**config.mk**
```make
export PLATFORM = sky130hd
export DESIGN_NAME = mem_wb_pipe
export DESIGN_NICKNAME = d
export VERILOG_FILES = /design/src/rtl/mem_wb_pipe_pkg.sv /design/src/rtl/skid_buf2.sv /design/src/rtl/mem_wb_pipe.sv
export SDC_FILE = /design/constraint.sdc
export NUM_CORES = 1
export LEC_CHECK = 0
export ABC_AREA = 1
export CAP_MARGIN = 20
export CORE_UTILIZATION = 56
export DETAILED_ROUTE_END_ITERATION = 6
export PLACE_DENSITY = 0.86
export SLEW_MARGIN = 5
export SYNTH_ARGS = -nofsm -noshare
export SYNTH_HDL_FRONTEND = slang
export SYNTH_SLANG_ARGS = --single-unit
```
**constraint.sdc**
```tcl
create_clock -name CLK -period 3.18 [get_ports CLK]
set_input_delay 0.636 -clock CLK [delete_from_list [all_inputs] [get_ports CLK]]
set_output_delay 0.636 -clock CLK [all_outputs]
set_load 0.02 [all_outputs]
```
**src/rtl/mem_wb_pipe_pkg.sv**
```systemverilog
// Shared types for the MEM->WB pipeline stage: default core widths,
// the writeback bundle layout and the stage occupancy states.
package mem_wb_pipe_pkg;

  localparam int WIDTH_DEF  = 32;
  localparam int REG_AW_DEF = 5;
  localparam int RS_W_DEF   = 2;
  localparam int CNT_W_DEF  = 32;

  // Writeback bundle at the core's default widths; field order is shared by
  // the width-parametrised copy inside mem_wb_pipe.
  typedef struct packed {
    logic                  reg_write;
    logic [RS_W_DEF-1:0]   result_src;
    logic [WIDTH_DEF-1:0]  alu_result;
    logic [REG_AW_DEF-1:0] rd;
    logic [WIDTH_DEF-1:0]  imm_ext;
    logic [WIDTH_DEF-1:0]  pc_plus4;
    logic [WIDTH_DEF-1:0]  read_data;
  } wb_bundle_t;

  // Occupancy of the two-entry buffer: nothing, main only, main and skid.
  typedef enum logic [1:0] {
    EMPTY = 2'd0,
    ONE   = 2'd1,
    TWO   = 2'd2
  } pipe_state_t;

endpackage

```
**src/rtl/skid_buf2.sv**
```systemverilog
// Generic two-entry valid/ready skid buffer over a packed payload.
// Handshake: a transfer happens on a rising edge where valid && ready on that
// side; valid never depends on the same side's ready, and push_ready is a
// register so upstream never sees a combinational path from pop_ready.
module skid_buf2
  import mem_wb_pipe_pkg::*;
#(
  parameter int PW = 8
) (
  input  logic          clk,
  input  logic          rst_n,
  input  logic          flush,
  input  logic          push_valid,
  output logic          push_ready,
  input  logic [PW-1:0] push_data,
  output logic          pop_valid,
  input  logic          pop_ready,
  output logic [PW-1:0] pop_data,
  output pipe_state_t   state
);

  logic [PW-1:0] main_q;
  logic [PW-1:0] skid_q;
  logic          push;
  logic          pop;

  assign push     = push_valid && push_ready;
  assign pop      = pop_valid && pop_ready;
  assign pop_data = main_q;

  // Occupancy FSM with registered handshake outputs; main drives the output.
  always_ff @(posedge clk or negedge rst_n) begin
    if (!rst_n) begin
      state      <= EMPTY;
      main_q     <= '0;
      skid_q     <= '0;
      pop_valid  <= 1'b0;
      push_ready <= 1'b1;
    end else if (flush) begin
      // Held and incoming entries are discarded; payload regs keep stale data.
      state      <= EMPTY;
      pop_valid  <= 1'b0;
      push_ready <= 1'b1;
    end else begin
      case (state)
        EMPTY: begin
          if (push) begin
            main_q    <= push_data;
            state     <= ONE;
            pop_valid <= 1'b1;
          end
        end
        ONE: begin
          if (push && pop) begin
            main_q <= push_data;
          end else if (push) begin
            skid_q     <= push_data;
            state      <= TWO;
            push_ready <= 1'b0;
          end else if (pop) begin
            state     <= EMPTY;
            pop_valid <= 1'b0;
          end
        end
        TWO: begin
          if (pop) begin
            main_q     <= skid_q;
            state      <= ONE;
            push_ready <= 1'b1;
          end
        end
        default: begin
          state      <= EMPTY;
          pop_valid  <= 1'b0;
          push_ready <= 1'b1;
        end
      endcase
    end
  end

endmodule

```
**src/rtl/mem_wb_pipe.sv**
```systemverilog
// MEM->WB pipeline stage: skid-buffered writeback bundle with x0 write
// suppression and a retired-instruction counter.
module mem_wb_pipe
  import mem_wb_pipe_pkg::*;
#(
  parameter int WIDTH  = 32,
  parameter int REG_AW = 5,
  parameter int RS_W   = 2,
  parameter int CNT_W  = 32
) (
  input  logic              CLK,
  input  logic              RST_N,
  input  logic              ValidM,
  output logic              ReadyM,
  input  logic              RegWriteM,
  input  logic [RS_W-1:0]   ResultSrcM,
  input  logic [WIDTH-1:0]  ALUResultM,
  input  logic [WIDTH-1:0]  ImmExtM,
  input  logic [WIDTH-1:0]  PCPlus4M,
  input  logic [WIDTH-1:0]  ReadDataM,
  input  logic [REG_AW-1:0] RdM,
  input  logic              FlushW,
  output logic              ValidW,
  input  logic              ReadyW,
  output logic              RegWriteW,
  output logic [RS_W-1:0]   ResultSrcW,
  output logic [WIDTH-1:0]  ALUResultW,
  output logic [WIDTH-1:0]  ImmExtW,
  output logic [WIDTH-1:0]  PCPlus4W,
  output logic [WIDTH-1:0]  ReadDataW,
  output logic [REG_AW-1:0] RdW,
  output logic [CNT_W-1:0]  InstRetW,
  output pipe_state_t       state_dbg
);

  // Same field order as wb_bundle_t, sized by this instance's parameters.
  typedef struct packed {
    logic              reg_write;
    logic [RS_W-1:0]   result_src;
    logic [WIDTH-1:0]  alu_result;
    logic [REG_AW-1:0] rd;
    logic [WIDTH-1:0]  imm_ext;
    logic [WIDTH-1:0]  pc_plus4;
    logic [WIDTH-1:0]  read_data;
  } bundle_t;

  bundle_t m_bundle;
  bundle_t w_bundle;
  logic    retire;

  assign m_bundle = '{
    reg_write:  RegWriteM,
    result_src: ResultSrcM,
    alu_result: ALUResultM,
    rd:         RdM,
    imm_ext:    ImmExtM,
    pc_plus4:   PCPlus4M,
    read_data:  ReadDataM
  };

  skid_buf2 #(
    .PW($bits(bundle_t))
  ) u_skid (
    .clk        (CLK),
    .rst_n      (RST_N),
    .flush      (FlushW),
    .push_valid (ValidM),
    .push_ready (ReadyM),
    .push_data  (m_bundle),
    .pop_valid  (ValidW),
    .pop_ready  (ReadyW),
    .pop_data   (w_bundle),
    .state      (state_dbg)
  );

  // Payload shows main contents unconditionally; the write enable is gated so
  // an invalid slot or a write to x0 never reaches the register file.
  assign RegWriteW  = ValidW && w_bundle.reg_write && (w_bundle.rd != '0);
  assign ResultSrcW = w_bundle.result_src;
  assign ALUResultW = w_bundle.alu_result;
  assign RdW        = w_bundle.rd;
  assign ImmExtW    = w_bundle.imm_ext;
  assign PCPlus4W   = w_bundle.pc_plus4;
  assign ReadDataW  = w_bundle.read_data;

  assign retire = ValidW && ReadyW;

  // Retire counter: wraps naturally, a retire in a flush cycle still counts.
  always_ff @(posedge CLK or negedge RST_N) begin
    if (!RST_N) begin
      InstRetW <= '0;
    end else if (retire) begin
      InstRetW <= InstRetW + CNT_W'(1);
    end
  end

endmodule

```
Word-level counts from Yosys, hierarchy flattened
Cells that the tools add are included.
{ "classes": {"addsub": 1, "n_eq_ne": 14, "muxes": 22, "bitwise": 2, "reduce_logical": 13} }
{ "ops": {"columns": ["operator", "n"], "rows": [
  ["136-bit 2-to-1 mux", 3],
  ["136-bit case mux with 3 select lines", 1],
  ["32-bit by 1-bit adder with 32-bit output, second input constant", 1],
  ["2-bit 2-to-1 mux", 6],
  ["3-bit by 2-bit inequality test with 1-bit output, second input constant", 4],
  ["4-bit AND reduction", 3],
  ["5-bit AND reduction", 2],
  ["1-bit 2-to-1 mux", 9],
  ["2-bit by 1-bit inequality test with 1-bit output, second input constant", 3],
  ["3-bit inequality test, second input constant", 2],
  ["1-bit case mux with 3 select lines", 2],
  ["2-bit case mux with 3 select lines", 1],
  ["1-bit logical AND", 5],
  ["5-bit nonzero test", 1],
  ["2-bit inequality test, second input constant", 2],
  ["4-bit by 2-bit inequality test with 1-bit output, second input constant", 1],
  ["3-bit nonzero test", 1],
  ["2-bit by 1-bit == test with 1-bit output, second input constant", 1],
  ["2-bit == test, second input constant", 1],
  ["2-bit zero test", 1],
  ["1-bit NOT", 2]
]} }
{ "totals": {"regBits": 308, "inputBits": 141, "wordCells": 58} }

Longest topological paths before layout
Gate-level depths: netlist of the first run.
{ "depth": {"word_depth": 6, "ltp_mapped": 11} }

Cells and area by module
A second synthesis of the first run with hierarchy kept.
{ "unflattened": {"hier_cells": 1771, "hier_area_um2": 14154.8} }
{ "modules_own_cells": {"columns": ["mod", "n_inst", "cells_each", "area_each_um2"], "rows": [
  ["skid_buf2", 1, 1506, 12226.7],
  ["mem_wb_pipe", 1, 265, 1928.1]
]} }

Worst setup path before layout of the first run
OpenSTA, ideal clock, no wires.
{ "synth_timing": {"path_kind": "input -> register", "from": "input port ReadyW", "to": "register InstRetW[26]", "setup_ns": 0.123, "arrival_time_ns": 1.518, "slack_ns": 1.539, "path_stages": 8, "path_buffers": 1, "path_cell_list": "nand2_2 inv_2 buf_2 nand2_1 nor2_1 nand2_1 o21ai_0 nand2_1"} }
{ "synth_between": {"elab_chain_cells": 1} }
{ "synth_lines": {"columns": ["element", "line_no", "rtl"], "rows": [
  ["from (decl)", "mem_wb_pipe.sv:24", "input logic ReadyW,"],
  ["1-bit logical AND", "mem_wb_pipe.sv:86", "assign retire = ValidW && ReadyW;"],
  ["to (signal assigned)", "mem_wb_pipe.sv:93", "InstRetW <= InstRetW + CNT_W'(1);"],
  ["to (decl)", "mem_wb_pipe.sv:32", "output logic [CNT_W-1:0] InstRetW,"]
]} }
No other way between the ends.
A chain may end at the register's enable or synchronous reset.

Worst setup path in the final report of the first run
{ "layout_timing": {"from": "register u_skid.main_q[99] (netlist: u_skid.pop_data[99])", "to": "output port RegWriteW"} }
{ "layout_between": {"elab_chain_cells": 2} }
{ "layout_lines": {"columns": ["element", "line_no", "rtl"], "rows": [
  ["from (decl)", "skid_buf2.sv:22", "logic [PW-1:0] main_q;"],
  ["from (signal assigned)", "skid_buf2.sv:48", "main_q <= push_data;"],
  ["from (signal assigned)", "skid_buf2.sv:55", "main_q <= push_data;"],
  ["from (signal assigned)", "skid_buf2.sv:67", "main_q <= skid_q;"],
  ["5-bit nonzero test", "mem_wb_pipe.sv:78", "assign RegWriteW = ValidW && w_bundle.reg_write && (w_bundle.rd != '0);"],
  ["1-bit logical AND", "mem_wb_pipe.sv:78", null],
  ["to (decl)", "mem_wb_pipe.sv:25", "output logic RegWriteW,"]
]} }
No other way between the ends.

==> results of run 1 <==
-- kinds of logic (layout without fill, tap and decap cells) --
family	count (synthesis)	in the layout	synth area share, %
buffers and inverters	406	569	14.8
other	0	1	0
adders and majority gates	1	1	0.0821
and+or+nand+nor	831	831	22.2
DFF	308	308	50.6
AOI/OAI and AO/OA	282	282	11.1
xor gates and xnor gates	21	21	1.21
-- power breakdown --
| group | internal (mW) | total (mW) | switching [mW] |
|---|---|---|---|
| combinational | 2.86 | 6.79 | 3.93 |
| clock | 2.23 | 3.75 | 1.52 |
| sequential | 5.64 | 6.43 | 0.792 |
-- flip-flops by register name (all words and copies together) (netlist names) --
signal             count
u_skid.push_ready      1
u_skid.pop_valid       1
u_skid.pop_data      136
u_skid.skid_q        136
InstRetW              32
u_skid.state           2
-- worst reg2reg max path: stages, from the launching register on --
cell and delay [ns]:
dfrtp_1 0.47, nand2_4 0.46, nand2_1 0.18, nand2_4 0.13
buf_12 0.41, nand2_1 0.34, nand2_1 0.11
-- routing by layer --
layer,share of wire [%],up-vias
met3,7.2,71
met4,2.8,0
met5,0,-
met2,49,464
li1,-,5839
met1,41,5752
-- cell type report --
cell class / instances / area (um^2)
Fill cell: 1953 / 8190
Sequential cell: 308 / 7710
Multi-Input combinational cell: 1135 / 5290
Timing Repair Buffer: 332 / 3440
Clock buffer: 51 / 1030
Inverter: 181 / 682
Tap cell: 341 / 427
Clock inverter: 5 / 31.3
Antenna cell: 1 / 2.50
-- metrics by stage --
step                hold slack [ns]  area, um^2  worst slack, ns  power, mW  cells
global route                  0.198       18600            0.386       18.0   2354
global placement              0.461       17500            0.674       12.9   2297
finish                        0.159       18600            0.519       17.0   2354
detailed placement            0.464       17500            0.616       13.2   2297
floorplan                     0.340       15200             1.54       11.5   1849
CTS                           0.192       18600            0.469       17.1   2353
-- placed cells by master (no fill, tap or decap), drive strengths merged --
cell type,Yosys,routed
nand2,748,748
clkdlybuf4s50,0,311
dfrtp,307,307
o21ai,281,281
inv,181,182
clkbuf,24,51
nor2,42,42
nand3,25,25
buf,201,21
xnor2,14,14
nand4,13,13
xor2,7,7
clkinv,0,3
nor3,2,2
diode,0,1
o311ai,1,1
nand3b,1,1
ha,1,1
clkinvlp,0,1
dfstp,1,1
-- path summary, 6_finish.rpt --
path,startpoint,end,slack [ns],cells after the start
worst min register to register,u_skid.pop_data[5],u_skid.pop_data[5],0.48,2
max in group asynchronous,RST_N,InstRetW[14],2.11,2
worst max-delay path,u_skid.pop_data[99],RegWriteW,0.52,5
worst max register to register,u_skid.state[1],u_skid.pop_data[65],1.01,6
min in group CLK,u_skid.pop_data[5],u_skid.pop_data[5],0.48,2
worst min-delay path,RST_N,u_skid.pop_data[132],0.16,1
==> results.cfg, run 1 <==
[status]
status = finished, final reports clean

[cts]
ctsResizeCount = 0
post_cts_buffers = 0
clkLatencyLatePin_ns = 0.50
htreeDepth = 2
clockRootBuffer = clkbuf_16
cts_tree = yes
hold_buffers = 0
max-clock-path-buffers = 3
cts_made_buffers = 34
cts_num_sinks = 308
clk_pin_slew_worst_paths_ns = 0.06

[die]
die_y_um = 167
pin_count = 313
die_area_um2 = 27900
start_util_pct = 56.9
coreArea_um2 = 26800
rows = 60
dieWidth_um = 167

[critical_path]
cp_top_family = buffers and inverters
critPathMaxFanout = 2
cp-start-kind = flip-flop
critPathKind = flip-flop to output port
path_common_cell = inv_1
path_cells = inv_1 -> nand3_1 -> o311ai_0 -> inv_1 -> clkdlybuf4s50_1
crit_required_ns = 2.54
arrival_ns = 2.02
slowest_stage = clkdlybuf4s50_1
cp-end-kind = output port
cp.buffers_inverters = 3
max_stage_delay_ns = 0.56

[sta]
clock_skew_ns = 0.0123
final_hold_viol_count = 0
fin_crit_sh_pct = 83.7
slew_violations = 0
rsz0062_at_grt = no
setup_viol = 0
setup_tns_ns = 0
worst_pin_slew_ns = 0.726
max_freq_ghz = 0.376
relSlewSlack_pct = 51.6
period_needed_ns = 2.66

[finish]
drive_above_1_share_pct = 11.1
final_util_pct = 69.4
nets = 2134
area_delta_synth_final_pct = 22.1

[global_routing]
use_met3_pct = 5.58
grt.busiest_layer = met2
globalRoute.totalOverflow = 0
grtUsageMet1_pct = 34.2
met2_usage_pct = 44.2
antenna_found_initial = 1
grt_pass1_wl_mm = 59.8
grt_pass1_vias = 12000
grt.total_usage_pct = 26.5
grt_start_max_net_pins = 134

[route]
viasPerCell = 5.15
num_vias = 12100
drt_wl_total_mm = 36.2
drc = 0
ant_nets = 0
routedWlPerCell_um = 15.4
first_pass_iters = 5
first_iter_violations = 1019

[run]
maxCapViolCount = 0

[logic_synthesis]
synth-seq-cells = 308
synthCells = 1849
ys_seq_area_share_pct = 50.6
synth_area_per_cell_um2 = 8.24
ys_top_cells_by_area = dfrtp_1, nand2_1, buf_4
synth_edf_count = 0
syn_area_um2 = 15200
synth_top_cell_area_share_pct = 50.4
synth_top_area_cell = dfrtp_1
async_reset_ff_share_pct = 100
synth_nets = 1991
synthTopCellsByCount = nand2_1, dfrtp_1, inv_1
synthFlopType = dfrtp_1
post-synth-top-count-cell = nand2_1
ys_warn_count = 0
ys_types = 27

[hold_path]
hold_path_class = input port to async pin

[placement]
place_hpwl_mm = 23.7
gp_congestion = 0.919
port_buffers = 312

[power_and_ir_drop]
power.leakage_nw = 9.12
ir_drop_v = 0.000583
cellPowerDensity_nw_per_um2 = 912
Power figures use the tool's default switching activity.
==> inputs of run 2 (changes only) <==
--- a/config.mk
+++ b/config.mk
@@ -7,9 +7,9 @@
 export LEC_CHECK = 0
 export ABC_AREA = 1
 export CAP_MARGIN = 20
-export CORE_UTILIZATION = 56
+export CORE_UTILIZATION = 52
 export DETAILED_ROUTE_END_ITERATION = 6
-export PLACE_DENSITY = 0.86
+export PLACE_DENSITY = 0.81
 export SLEW_MARGIN = 5
 export SYNTH_ARGS = -nofsm -noshare
 export SYNTH_HDL_FRONTEND = slang
==> constraint.sdc (replaced) <==
create_clock -name CLK -period 2.6 [get_ports CLK]
set_input_delay 0.52 -clock CLK [delete_from_list [all_inputs] [get_ports CLK]]
set_output_delay 0.52 -clock CLK [all_outputs]
set_load 0.02 [all_outputs]
==> results.cfg, run 2 (synthesized netlist as in run 1, its figures left out) <==
[route]
ant_nets = 0
routedWlPerCell_um = 15.2
drc = 0
num_vias = 12100
first_iter_violations = 1020
first_pass_iters = 5
viasPerCell = 5.05
drt_wl_total_mm = 36.5

[die]
die_y_um = 173
coreArea_um2 = 28800
rows = 62
pin_count = 313
start_util_pct = 53.0
die_area_um2 = 30000
dieWidth_um = 173

[critical_path]
max_stage_delay_ns = 0.38
critPathKind = flip-flop to output port
critPathMaxFanout = 2
cp_top_family = buffers and inverters
slowest_stage = dfrtp_1
arrival_ns = 1.82
cp-start-kind = flip-flop
crit_required_ns = 2.08
cp-end-kind = output port
path_cells = inv_1 -> nand3_1 -> o311ai_0 -> inv_1 -> dlygate4sd2_1
cp.buffers_inverters = 3
path_common_cell = inv_1

[sta]
max_freq_ghz = 0.427
setup_tns_ns = 0
clock_skew_ns = 0.0146
slew_violations = 0
final_hold_viol_count = 0
setup_viol = 0
period_needed_ns = 2.34
fin_crit_sh_pct = 90.0
whs_ns = 0.477
worst_pin_slew_ns = 0.781
rsz0062_at_grt = no
setup_slack_ns = 0.259
relSlewSlack_pct = 48.0

[global_routing]
grt.busiest_layer = met2
grtUsageMet1_pct = 31.6
use_met3_pct = 5.46
antenna_found_initial = 0
grt_pass1_wl_mm = 60.3
grt_pass1_vias = 12200
globalRoute.totalOverflow = 0
grt_start_max_net_pins = 145
grt.total_usage_pct = 24.5
met2_usage_pct = 40.9

[finish]
final_util_pct = 65.3
area_delta_synth_final_pct = 23.2
nets = 2139
drive_above_1_share_pct = 11.4
antennaDiodeCount = 0
final_common_cell = nand2_1
final_cell_mix = nand2_1, clkdlybuf4s50_1, dfrtp_1, inv_1, o21ai_0

[cts]
clkLatencyLatePin_ns = 0.49
max-clock-path-buffers = 3
htreeDepth = 2
post_cts_buffers = 0
clk_pin_slew_worst_paths_ns = 0.06
clockRootBuffer = clkbuf_16
cts_tree = yes
cts_made_buffers = 34
cts_num_sinks = 308

[placement]
place_hpwl_mm = 24.3
dpl_worst_slack_ns = 0.230
gp_congestion = 0.875
port_buffers = 312

[power_and_ir_drop]
power.leakage_nw = 9.19
fin_total_pwr_mw = 20.9
ir_drop_v = 0.000800
cellPowerDensity_nw_per_um2 = 1110

[hold_path]
hold_path_class = flip-flop to flip-flop

[run]
maxCapViolCount = 0

[status]
status = finished, final reports clean
## run 2: cell count changes in the layout (fill, tap and decap cells not counted)
cell / before / now
dlygate4sd2_1: 0 / 1
bufinv_16: 0 / 1
clkinv_2: 3 / 5
buf_12: 13 / 17
clkbuf_8: 5 / 6
clkdlybuf4s50_1: 311 / 310
clkinvlp_4: 1 / 0
inv_6: 1 / 0
diode_2: 1 / 0
dlygate4sd3_1: 0 / 1
## run 2: routing by layer
metal,share of wire (%),wire (um)
met2,48,17600
met3,6.8,2490
met4,3.0,1110
met5,0,0
met1,42,15300
## run 2: through the flow
stage | cells | instance area (um^2)
after floorplan | 1849 | 15200
after global placement | 2344 | 17700
after detailed placement | 2344 | 17700
after CTS | 2403 | 18800
after global routing | 2403 | 18800
final | 2403 | 18800
## run 2: worst register-to-register path: stages, from the launching register on
cell and delay (ns):
dfrtp_1 0.41, inv_2 0.10, nand2_4 0.25, nand2_1 0.14, nand2_4 0.11, buf_12 0.36, nand2_1 0.41, nand2_1 0.11
## run 2: what timing repair did
item / CTS / global route
setup endpoints to repair: 1 / 0
endpoints found under the hold margin: 47 / 0
hold buffers: 1 / 0
resized for setup: 1 / 0
## run 2: cell type report
type | count | area, um^2
well taps | 384 | 480
multi-input cells | 1135 | 5290
repair buffers | 337 | 3530
inverters | 181 | 682
flip-flops and latches | 308 | 7710
clock buffers | 52 | 1040
clock inverters | 6 | 55.1
fillers | 2291 | 9990
## run 2: where the power goes
part	switching, mW	internal [mW]	leakage (nW)
Sequential	0.999	6.90	3.81
Clock	1.86	2.85	0.543
Combinational	4.77	3.54	4.84
## run 2: path summary, 6_finish.rpt
check	from	endpoint	slack, ns	cells past startpoint
min in group asynchronous	RST_N	u_skid.skid_q[65]	0.54	2
min reg2reg	u_skid.push_ready	u_skid.push_ready	0.48	2
max in group asynchronous	RST_N	u_skid.push_ready	1.29	3
max	u_skid.pop_data[100]	RegWriteW	0.26	5
min	u_skid.push_ready	u_skid.push_ready	0.48	2
max reg2reg	u_skid.state[0]	u_skid.pop_data[107]	0.64	7
==> inputs of run 3 (changes only) <==
--- a/config.mk
+++ b/config.mk
@@ -7,9 +7,11 @@
 export LEC_CHECK = 0
 export ABC_AREA = 1
 export CAP_MARGIN = 20
-export CORE_UTILIZATION = 52
+export CORE_UTILIZATION = 65
 export DETAILED_ROUTE_END_ITERATION = 6
+export DONT_BUFFER_PORTS = 1
 export PLACE_DENSITY = 0.81
+export REMOVE_ABC_BUFFERS = 1
 export SLEW_MARGIN = 5
 export SYNTH_ARGS = -nofsm -noshare
 export SYNTH_HDL_FRONTEND = slang
==> constraint.sdc (replaced) <==
create_clock -name CLK -period 2.7 [get_ports CLK]
set_input_delay 0.54 -clock CLK [delete_from_list [all_inputs] [get_ports CLK]]
set_output_delay 0.54 -clock CLK [all_outputs]
set_load 0.02 [all_outputs]
==> results.cfg, run 3 (synthesized netlist as in run 1, its figures left out) <==
[cts]
htreeDepth = 2
cts_tree = yes
clkLatencyLatePin_ns = 0.50
ctsResizeCount = 0
cts_num_sinks = 308
cts_made_buffers = 34
clockRootBuffer = clkbuf_16
clk_pin_slew_worst_paths_ns = 0.06
max-clock-path-buffers = 3

[placement]
gp_congestion = 0.904
place_hpwl_mm = 19.8
port_buffers = 0
dpl.cell_count = 1949
postPlaceCellArea_um2 = 14300

[route]
drt_wl_total_mm = 31.6
num_vias = 10800
ant_nets = 0
viasPerCell = 5.38
first_pass_iters = 6
first_iter_violations = 926
drc = 0
routedWlPerCell_um = 15.8

[sta]
whs_ns = -0.254
setup_viol = 0
slew_violations = 0
max_freq_ghz = 0.450
fin_crit_sh_pct = 82.2
period_needed_ns = 2.22
clock_skew_ns = 0.0128
rsz0062_at_grt = no
relSlewSlack_pct = 18.8
setup_tns_ns = 0
final_hold_viol_count = 308
worst_pin_slew_ns = 1.22

[finish]
multi_input_area_um2 = 5290
area_delta_synth_final_pct = 0.837
nets = 1814
antennaDiodeCount = 0
drive_above_1_share_pct = 12.8
final_common_cell = nand2_1
final_cells = 2005
regArea_um2 = 7710
final_util_pct = 67.3
final_cell_mix = nand2_1, dfrtp_1, inv_1, o21ai_0, o21ai_2
fill_cells = 1785
finalInstanceArea_um2 = 15400

[global_routing]
grt_start_max_net_pins = 309
grt_pass1_vias = 10800
grt_pass1_wl_mm = 52.1
antenna_found_initial = 0
grt.total_usage_pct = 26.8
globalRoute.totalOverflow = 0

[status]
status = complete, but fails checks
failed_checks = negative hold slack

[die]
rows = 55
start_util_pct = 66.7
coreArea_um2 = 22800
dieWidth_um = 155
pin_count = 313
die_y_um = 155
die_area_um2 = 24100

[critical_path]
cp-end-kind = output port
worstSetupStartpoint = u_skid.pop_data[98]
endpoint = RegWriteW
ff2ff_setup_slack_ns = 0.55
cp-start-kind = flip-flop
max_stage_delay_ns = 0.47
rr_startpoint = u_skid.state[0]
arrival_ns = 1.68
reg2regPathDepth = 6
slowest_stage = dfrtp_1
crit_required_ns = 2.16
critPathMaxFanout = 2
path_common_cell = inv_1
path_cells = inv_1 -> nand3_1 -> o311ai_0 -> inv_1
critPathKind = flip-flop to output port
timing.rr.end = u_skid.pop_data[22]

[power_and_ir_drop]
power.leakage_nw = 7.89
ir_drop_v = 0.000910
cellPowerDensity_nw_per_um2 = 1160

[hold_path]
hold_path_class = input port to async pin

[run]
maxCapViolCount = 0
run 3: cell types whose count changed in the layout (fill, tap and decap cells not counted):
cell | before | now
dlygate4sd2_1 | 1 | 0
buf_12 | 17 | 10
clkbuf_16 | 37 | 35
clkinv_2 | 5 | 4
clkdlybuf4s50_1 | 310 | 0
clkbuf_1 | 9 | 7
buf_8 | 1 | 0
buf_4 | 7 | 2
bufinv_16 | 1 | 2
inv_6 | 0 | 1
dlygate4sd3_1 | 1 | 0
clkbuf_8 | 6 | 7
run 3: metal layers:
| metal | vias to the layer above | track usage [%] | part of all wire [%] |
|---|---|---|---|
| met5 | - | 0 | 0 |
| met2 | 424 | 43.4 | 46 |
| met1 | 5074 | 31.7 | 39 |
| li1 | 5197 | - | - |
| met4 | 0 | 11.5 | 3.9 |
| met3 | 92 | 10.8 | 11 |
run 3: layout make-up:
| type | count | area share, % |
|---|---|---|
| Sequential cell | 308 | 50.1 |
| Tap cell | 313 | 2.55 |
| Clock buffer | 49 | 6.50 |
| Timing Repair Buffer | 12 | 1.40 |
| Multi-Input combinational cell | 1135 | 34.4 |
| Inverter | 181 | 4.44 |
| Clock inverter | 7 | 0.578 |
run 3: what timing repair did:
item / 4_1_cts / 5_1_grt
buffers inserted: 0 / 0
endpoints found under the setup margin: 0 / 0
hold endpoints to repair: 308 / 308
run 3: worst min-delay path by stage:
stage / endpoint / slack (ns) / cells after the start
2_1_floorplan: InstRetW[0] / 0.24 / 0
3_3_place_gp: u_skid.pop_data[102] / 0.25 / 0
3_5_place_dp: u_skid.skid_q[92] / 0.25 / 0
4_1_cts: u_skid.pop_data[127] / -0.27 / 0
5_1_grt: InstRetW[14] / -0.28 / 0
6_report: u_skid.skid_q[92] / -0.25 / 0
run 3: critical path, delay by kind of cell (launching register included):
kind                   cells  cell delay [ns]
AOI/OAI and AO/OA          1             0.32
DFF                        1             0.47
buffers and inverters      2             0.33
and+or+nand+nor            1             0.08
run 3: metrics by stage:
step / setup slack (ns) / total power [mW]
after floorplan: -4.64 / 12.2
after global placement: 0.721 / 13.0
after detailed placement: 0.636 / 13.3
after CTS: 0.444 / 17.9
after global routing: 0.370 / 18.9
final: 0.480 / 17.8
run 3: power breakdown:
part,switching [mW],total [mW],internal [mW]
sequential,2.39,9.02,6.63
combinational,2.69,4.27,1.58
clock,1.78,4.53,2.75
